[src/rtl/rstation_append.sv]
// Tomasulo reservation-station bank: three 3-entry pools (add, mul, branch)
// with CDB wakeup and one dispatch per pool per cycle.
module rstation_append (
  input  logic        clk,
  input  logic        reset,
  input  logic        count,
  input  logic        rs1b,
  input  logic        rs2b,
  input  logic [15:0] rs1,
  input  logic [15:0] rs2,
  input  logic [2:0]  rob_ind,
  input  logic [3:0]  func,
  input  logic [3:0]  rd,
  input  logic        cdb_valid,
  input  logic [2:0]  cdb_tag,
  input  logic [15:0] cdb_data,
  output logic        accept,
  output logic [1:0]  add_count,
  output logic [1:0]  mul_count,
  output logic [1:0]  bch_count,
  output logic        add_disp_valid,
  output logic [3:0]  add_disp_func,
  output logic [15:0] add_disp_vj,
  output logic [15:0] add_disp_vk,
  output logic [2:0]  add_disp_rob,
  output logic [3:0]  add_disp_rd,
  output logic        mul_disp_valid,
  output logic [3:0]  mul_disp_func,
  output logic [15:0] mul_disp_vj,
  output logic [15:0] mul_disp_vk,
  output logic [2:0]  mul_disp_rob,
  output logic [3:0]  mul_disp_rd,
  output logic        bch_disp_valid,
  output logic [3:0]  bch_disp_func,
  output logic [15:0] bch_disp_vj,
  output logic [15:0] bch_disp_vk,
  output logic [2:0]  bch_disp_rob,
  output logic [3:0]  bch_disp_rd
);

  logic [2:0][2:0] busy, qjv, qkv, busy_nxt, rdy;
  logic [3:0]  e_func [3][3];
  logic [3:0]  e_rd   [3][3];
  logic [2:0]  e_rob  [3][3];
  logic [2:0]  e_qj   [3][3];
  logic [2:0]  e_qk   [3][3];
  logic [15:0] e_vj   [3][3];
  logic [15:0] e_vk   [3][3];

  logic [2:0]  d_valid;
  logic [3:0]  d_func [3];
  logic [15:0] d_vj   [3];
  logic [15:0] d_vk   [3];
  logic [2:0]  d_rob  [3];
  logic [3:0]  d_rd   [3];
  logic [1:0]  cnt    [3];

  logic [1:0] pool, asel;
  logic [1:0] dsel [3];
  logic [2:0] free;
  logic       hit1, hit2;

  function automatic logic [1:0] lowest(input logic [2:0] m);
    if (m[0])      return 2'd0;
    else if (m[1]) return 2'd1;
    else           return 2'd2;
  endfunction

  function automatic logic [1:0] pop3(input logic [2:0] m);
    return {1'b0, m[0]} + {1'b0, m[1]} + {1'b0, m[2]};
  endfunction

  assign hit1 = cdb_valid && (cdb_tag == rs1[2:0]);
  assign hit2 = cdb_valid && (cdb_tag == rs2[2:0]);

  always_comb begin
    unique case (func[2:1])
      2'b00:   pool = 2'd0;
      2'b01:   pool = 2'd1;
      default: pool = 2'd2;
    endcase
    free   = ~busy[pool];
    asel   = lowest(free);
    accept = count & ~func[3] & (|free);
    busy_nxt = busy;
    for (int p = 0; p < 3; p++) begin
      rdy[p]  = busy[p] & ~qjv[p] & ~qkv[p];
      dsel[p] = lowest(rdy[p]);
      if (|rdy[p]) busy_nxt[p][dsel[p]] = 1'b0;
    end
    // a slot freed by this edge's dispatch is never reused in the same edge
    if (accept) busy_nxt[pool][asel] = 1'b1;
  end

  always_ff @(posedge clk) begin
    if (reset) begin
      busy    <= '0;
      qjv     <= '0;
      qkv     <= '0;
      d_valid <= '0;
      for (int p = 0; p < 3; p++) begin
        cnt[p]    <= '0;
        d_func[p] <= '0;
        d_vj[p]   <= '0;
        d_vk[p]   <= '0;
        d_rob[p]  <= '0;
        d_rd[p]   <= '0;
        for (int e = 0; e < 3; e++) begin
          e_func[p][e] <= '0;
          e_rd[p][e]   <= '0;
          e_rob[p][e]  <= '0;
          e_qj[p][e]   <= '0;
          e_qk[p][e]   <= '0;
          e_vj[p][e]   <= '0;
          e_vk[p][e]   <= '0;
        end
      end
    end else begin
      busy <= busy_nxt;
      for (int p = 0; p < 3; p++) begin
        cnt[p] <= pop3(busy_nxt[p]);
        for (int e = 0; e < 3; e++) begin
          if (cdb_valid && busy[p][e] && qjv[p][e]
              && e_qj[p][e] == cdb_tag) begin
            e_vj[p][e] <= cdb_data;
            qjv[p][e]  <= 1'b0;
          end
          if (cdb_valid && busy[p][e] && qkv[p][e]
              && e_qk[p][e] == cdb_tag) begin
            e_vk[p][e] <= cdb_data;
            qkv[p][e]  <= 1'b0;
          end
        end
        d_valid[p] <= |rdy[p];
        if (|rdy[p]) begin
          d_func[p] <= e_func[p][dsel[p]];
          d_vj[p]   <= e_vj[p][dsel[p]];
          d_vk[p]   <= e_vk[p][dsel[p]];
          d_rob[p]  <= e_rob[p][dsel[p]];
          d_rd[p]   <= e_rd[p][dsel[p]];
        end
      end
      if (accept) begin
        e_func[pool][asel] <= func;
        e_rd[pool][asel]   <= rd;
        e_rob[pool][asel]  <= rob_ind;
        e_qj[pool][asel]   <= rs1[2:0];
        e_qk[pool][asel]   <= rs2[2:0];
        e_vj[pool][asel]   <= rs1b ? rs1 : (hit1 ? cdb_data : 16'd0);
        e_vk[pool][asel]   <= rs2b ? rs2 : (hit2 ? cdb_data : 16'd0);
        qjv[pool][asel]    <= ~rs1b & ~hit1;
        qkv[pool][asel]    <= ~rs2b & ~hit2;
      end
    end
  end

  assign add_count = cnt[0];
  assign mul_count = cnt[1];
  assign bch_count = cnt[2];

  assign add_disp_valid = d_valid[0];
  assign add_disp_func  = d_func[0];
  assign add_disp_vj    = d_vj[0];
  assign add_disp_vk    = d_vk[0];
  assign add_disp_rob   = d_rob[0];
  assign add_disp_rd    = d_rd[0];

  assign mul_disp_valid = d_valid[1];
  assign mul_disp_func  = d_func[1];
  assign mul_disp_vj    = d_vj[1];
  assign mul_disp_vk    = d_vk[1];
  assign mul_disp_rob   = d_rob[1];
  assign mul_disp_rd    = d_rd[1];

  assign bch_disp_valid = d_valid[2];
  assign bch_disp_func  = d_func[2];
  assign bch_disp_vj    = d_vj[2];
  assign bch_disp_vk    = d_vk[2];
  assign bch_disp_rob   = d_rob[2];
  assign bch_disp_rd    = d_rd[2];

endmodule

[config.mk]
export PLATFORM = sky130hd
export DESIGN_NAME = rstation_append
export DESIGN_NICKNAME = d
export VERILOG_FILES = /design/src/rtl/rstation_append.sv
export SDC_FILE = /design/constraint.sdc
export NUM_CORES = 1
export LEC_CHECK = 0
export BUFFER_PORTS_ARGS = -buffer_cell sky130_fd_sc_hd__buf_4
export CORE_MARGIN = 2
export CORE_UTILIZATION = 30
export CTS_CLUSTER_SIZE = 12
export DETAILED_ROUTE_END_ITERATION = 16
export PLACE_DENSITY = 0.44
export SYNTH_ARGS = -nofsm -noshare
export SYNTH_HDL_FRONTEND = slang
export SYNTH_SLANG_ARGS = --single-unit
[constraint.sdc]
create_clock -name clk -period 7.15 [get_ports clk]
set_input_delay 0.715 -clock clk [delete_from_list [all_inputs] [get_ports clk]]
set_output_delay 0.715 -clock clk [all_outputs]
set_load 0.005 [all_outputs]
==> metrics.log <==
INFO  metric yosys_synthesis_warning_count = 0
INFO  metric async_reset_ff_share = 0%
INFO  metric finalMaxSlewViolations = 0
INFO  metric inserted_clock_buffers = 71
INFO  metric yosysMostFrequentCell = edfxtp_1
INFO  metric setup.worst_path.class = register to register
INFO  metric cap_viol_max_count = 0
INFO  metric layout.cells.non_filler = 3411
INFO  metric dieArea = 96270 um^2
INFO  metric timing.critical_path.to_type = register
INFO  metric outcome = finished, final reports clean
INFO  metric grt_first_pass_wirelength = 128900 um
INFO  metric post_synthesis_cell_area = 28140 um^2
INFO  metric finalClockSkew = 0.03372 ns
INFO  metric area_share_of_the_largest_cell_type_after_synthesis = 60.82%
INFO  metric rsz0062_at_grt = false
INFO  metric placed_cells_incl_taps = 3283
INFO  metric synth_edf_count = 570
INFO  metric achievable-frequency = 300.2 MHz
INFO  metric worst-r2r-setup-slack = 3.82 ns
INFO  metric pre_cts_slack = 3.776 ns
INFO  metric design_area = 32750 um^2
INFO  metric r2r-start = busy[3]
INFO  metric crit_end = d_vk[0][28]
INFO  metric postCtsSetupBuffers = 0
INFO  metric initial_core_util = 30.20%
INFO  metric drt_iter0_drc = 1422
INFO  metric area_delta_synth_final = 16.38%
INFO  metric layout.core_utilization = 35.15%
INFO  metric synth_compound_gate_area_share = 16.35%
INFO  metric crit_arrival = 3.57 ns
INFO  metric antenna_cells = 0
INFO  metric io_buffers = 206
INFO  metric number_of_buffers_inserted_for_hold_repair_after_clock_tree_synthesis = 0
INFO  metric synth_top_family_by_area = compound AO/OA/AOI/OAI gates
INFO  metric die_extent_in_x = 310.3 um
INFO  metric leakage = 0.01193 uW
INFO  metric firstDrtPassIters = 7
INFO  metric vias = 17550
INFO  metric final_nets = 2173
INFO  metric fp.coreArea = 93190 um^2
INFO  metric grt_usage = 18.65%
INFO  metric pin_count_of_the_biggest_net_entering_global_routing = 87
INFO  metric report.final.setup_viol = 0
INFO  metric h-tree-depth = 3
INFO  metric relSlewSlack = 21.09%
INFO  metric grt_antenna_before_repair = 3
INFO  metric place_congestion = 0.8361
INFO  metric cell_row_count = 112
INFO  metric ys_dominant_reg_cell = edfxtp_1
INFO  metric critical_path_required = 7.38 ns
INFO  metric cts-root-to-sink-buffers = 3
INFO  metric finalHoldViolations = 0
INFO  metric placement.cell_area = 30420 um^2
INFO  metric clk_pin_slew_worst_paths = 0.06 ns
INFO  metric startpoint_type_of_the_worst_setup_path = register
INFO  metric grt-ovfl-total = 0
INFO  metric pwr_density_cell = 255.8 nW/um^2
INFO  metric power.ir.vdd_worst = 0.1558 mV
INFO  metric post_synth_mux_area_share = 4.806%
INFO  metric postLayoutSetupSlackWorst = 3.819 ns
INFO  metric tritoncts = yes
INFO  metric drive_above_1_share = 22.58%
INFO  metric drt-total-wl = 90370 um
INFO  metric setup_tns = 0 ns
INFO  metric worstPathMaxFanout = 60
INFO  metric synth_top_cells_by_count = 570 x edfxtp_1, 240 x a22o_1, 159 x nor2_1
INFO  metric wl_per_cell = 26.49 um
INFO  metric dp_hpwl = 57780 um
INFO  metric hold_path_class = input pin to register
INFO  metric timing.rr.end = d_vk[0][28]
INFO  metric synth_area_leaders = edfxtp_1 61%, a22o_1 7.5%, mux2i_1 4.8%
INFO  metric dieHeight = 310.3 um
INFO  metric netlist-cell-type-count = 65
INFO  metric ys_ff_latch = 606
INFO  metric reg2regPathDepth = 5
INFO  metric post_cts.resized_instances = 0
INFO  metric drt-vias-per-instance = 5.146
INFO  metric synth-simple-area-share = 9.097%
INFO  metric synthesis.instances = 1997
INFO  metric cts_root_buffer = clkbuf_16
INFO  metric number_of_sinks_on_the_clock_net = 606
INFO  metric number_of_global_route_vias_before_repair = 17900
INFO  metric final_antenna_net_count = 0
INFO  metric drc_violation_count_after_routing = 0
INFO  metric period_needed = 3.331 ns
INFO  metric clk-insertion-delay-late = 0.62 ns
INFO  metric synth_xor_area_share = 1.867%
INFO  metric top_level_ports = 207
INFO  metric yosys.area.top_type = edfxtp_1
INFO  metric timing.final.crit_share = 46.59%
INFO  metric post_synth_fa_ha_maj_area_fraction = 0.2134%
INFO  metric least_margin_pin_slew = 1.176 ns
INFO  metric worst_setup_path_startpoint = busy[3]
INFO  metric synth_area_per_cell = 14.09 um^2
INFO  metric synth-seq-area-share = 63.38%
[layer usage]
metal	track usage [%]	vias to the layer above	share of wire (%)
li1	-	7866	-
met1	24.79	8934	43
met2	31.20	621	48
met3	3.140	130	5.4
met4	5.494	2	2.8
met5	0	-	0.012
[kinds of logic (layout without fill, tap and decap cells)]
logic type	Yosys count	in the layout
AOI/OAI and AO/OA	497	497
xor gates and xnor gates	60	60
adders and majority gates	3	3
buffers and inverters	222	365
DFF	606	606
muxes	135	135
other	1	18
and+or+nand+nor	473	473
[stage by stage]
stage               power [uW]  hold WS (ns)
floorplan                 4470        0.4616
global placement          4768        0.4866
detailed placement        4773        0.4992
CTS                       8486        0.4550
global route              8652        0.4584
finish                    8379        0.4943
[worst min-delay path by stage]
stage	startpoint	endpoint	slack (ns)	cells after the start
floorplan	qkv[1]	qkv[1]	0.46	2
global placement	qkv[1]	qkv[1]	0.49	2
detailed placement	qkv[1]	qkv[1]	0.50	2
CTS	func[0]	e_func[0][4]	0.45	2
global route	func[0]	e_func[0][4]	0.46	2
finish	rob_ind[1]	e_rob[0][1]	0.49	2
[where the power goes]
group          total (uW)  switching, uW  internal [uW]
Sequential           4100           59.8           4040
Combinational         583            416            167
Clock                3690           1490           2200
Total                8380           1970           6410
[cell type report]
cell class                      instances  area, um^2
Tap cell                             1254        1569
Clock buffer                           83        1874
Clock inverter                         45       456.7
Sequential cell                       606       17840
Fill cell                            9049       60440
Multi-Input combinational cell       1186        9261
Inverter                               10       37.54
Timing Repair Buffer                  227        1717
[worst max-delay path: stages, from the launching register on]
cell     delay (ns)
dfxtp_1        0.45
or3b_1         0.44
a21bo_4        0.52
buf_4          0.72
or3_2          0.24
buf_4          0.49
[registers in the layout (all words and copies together), names as in the netlist, 27 cells and up]
signal  flops
e_rob      27
e_func     36
e_qk       27
d_vk       48
e_vk      144
d_vj       48
e_qj       27
e_vj      144
e_rd       36
[layout by cell type, fill, tap and decap left out, types with 11 or more instances in the layout]
cell and count:
clkbuf_16 73, a22o_1 240, nor2_4 12, nand3_1 25, a21oi_1 11, nand2b_1 20, clkinv_1 18, edfxtp_1 570
clkinv_2 14, conb_1 18, nor2_1 157, o2bb2ai_1 64, o21ai_2 14, dfxtp_1 36, and2_1 122, buf_4 226
nor2b_1 16, xor2_1 54, nand2_1 54, a211oi_1 29, mux2i_1 134, a211oi_2 100
Power figures use the tool's default switching activity.
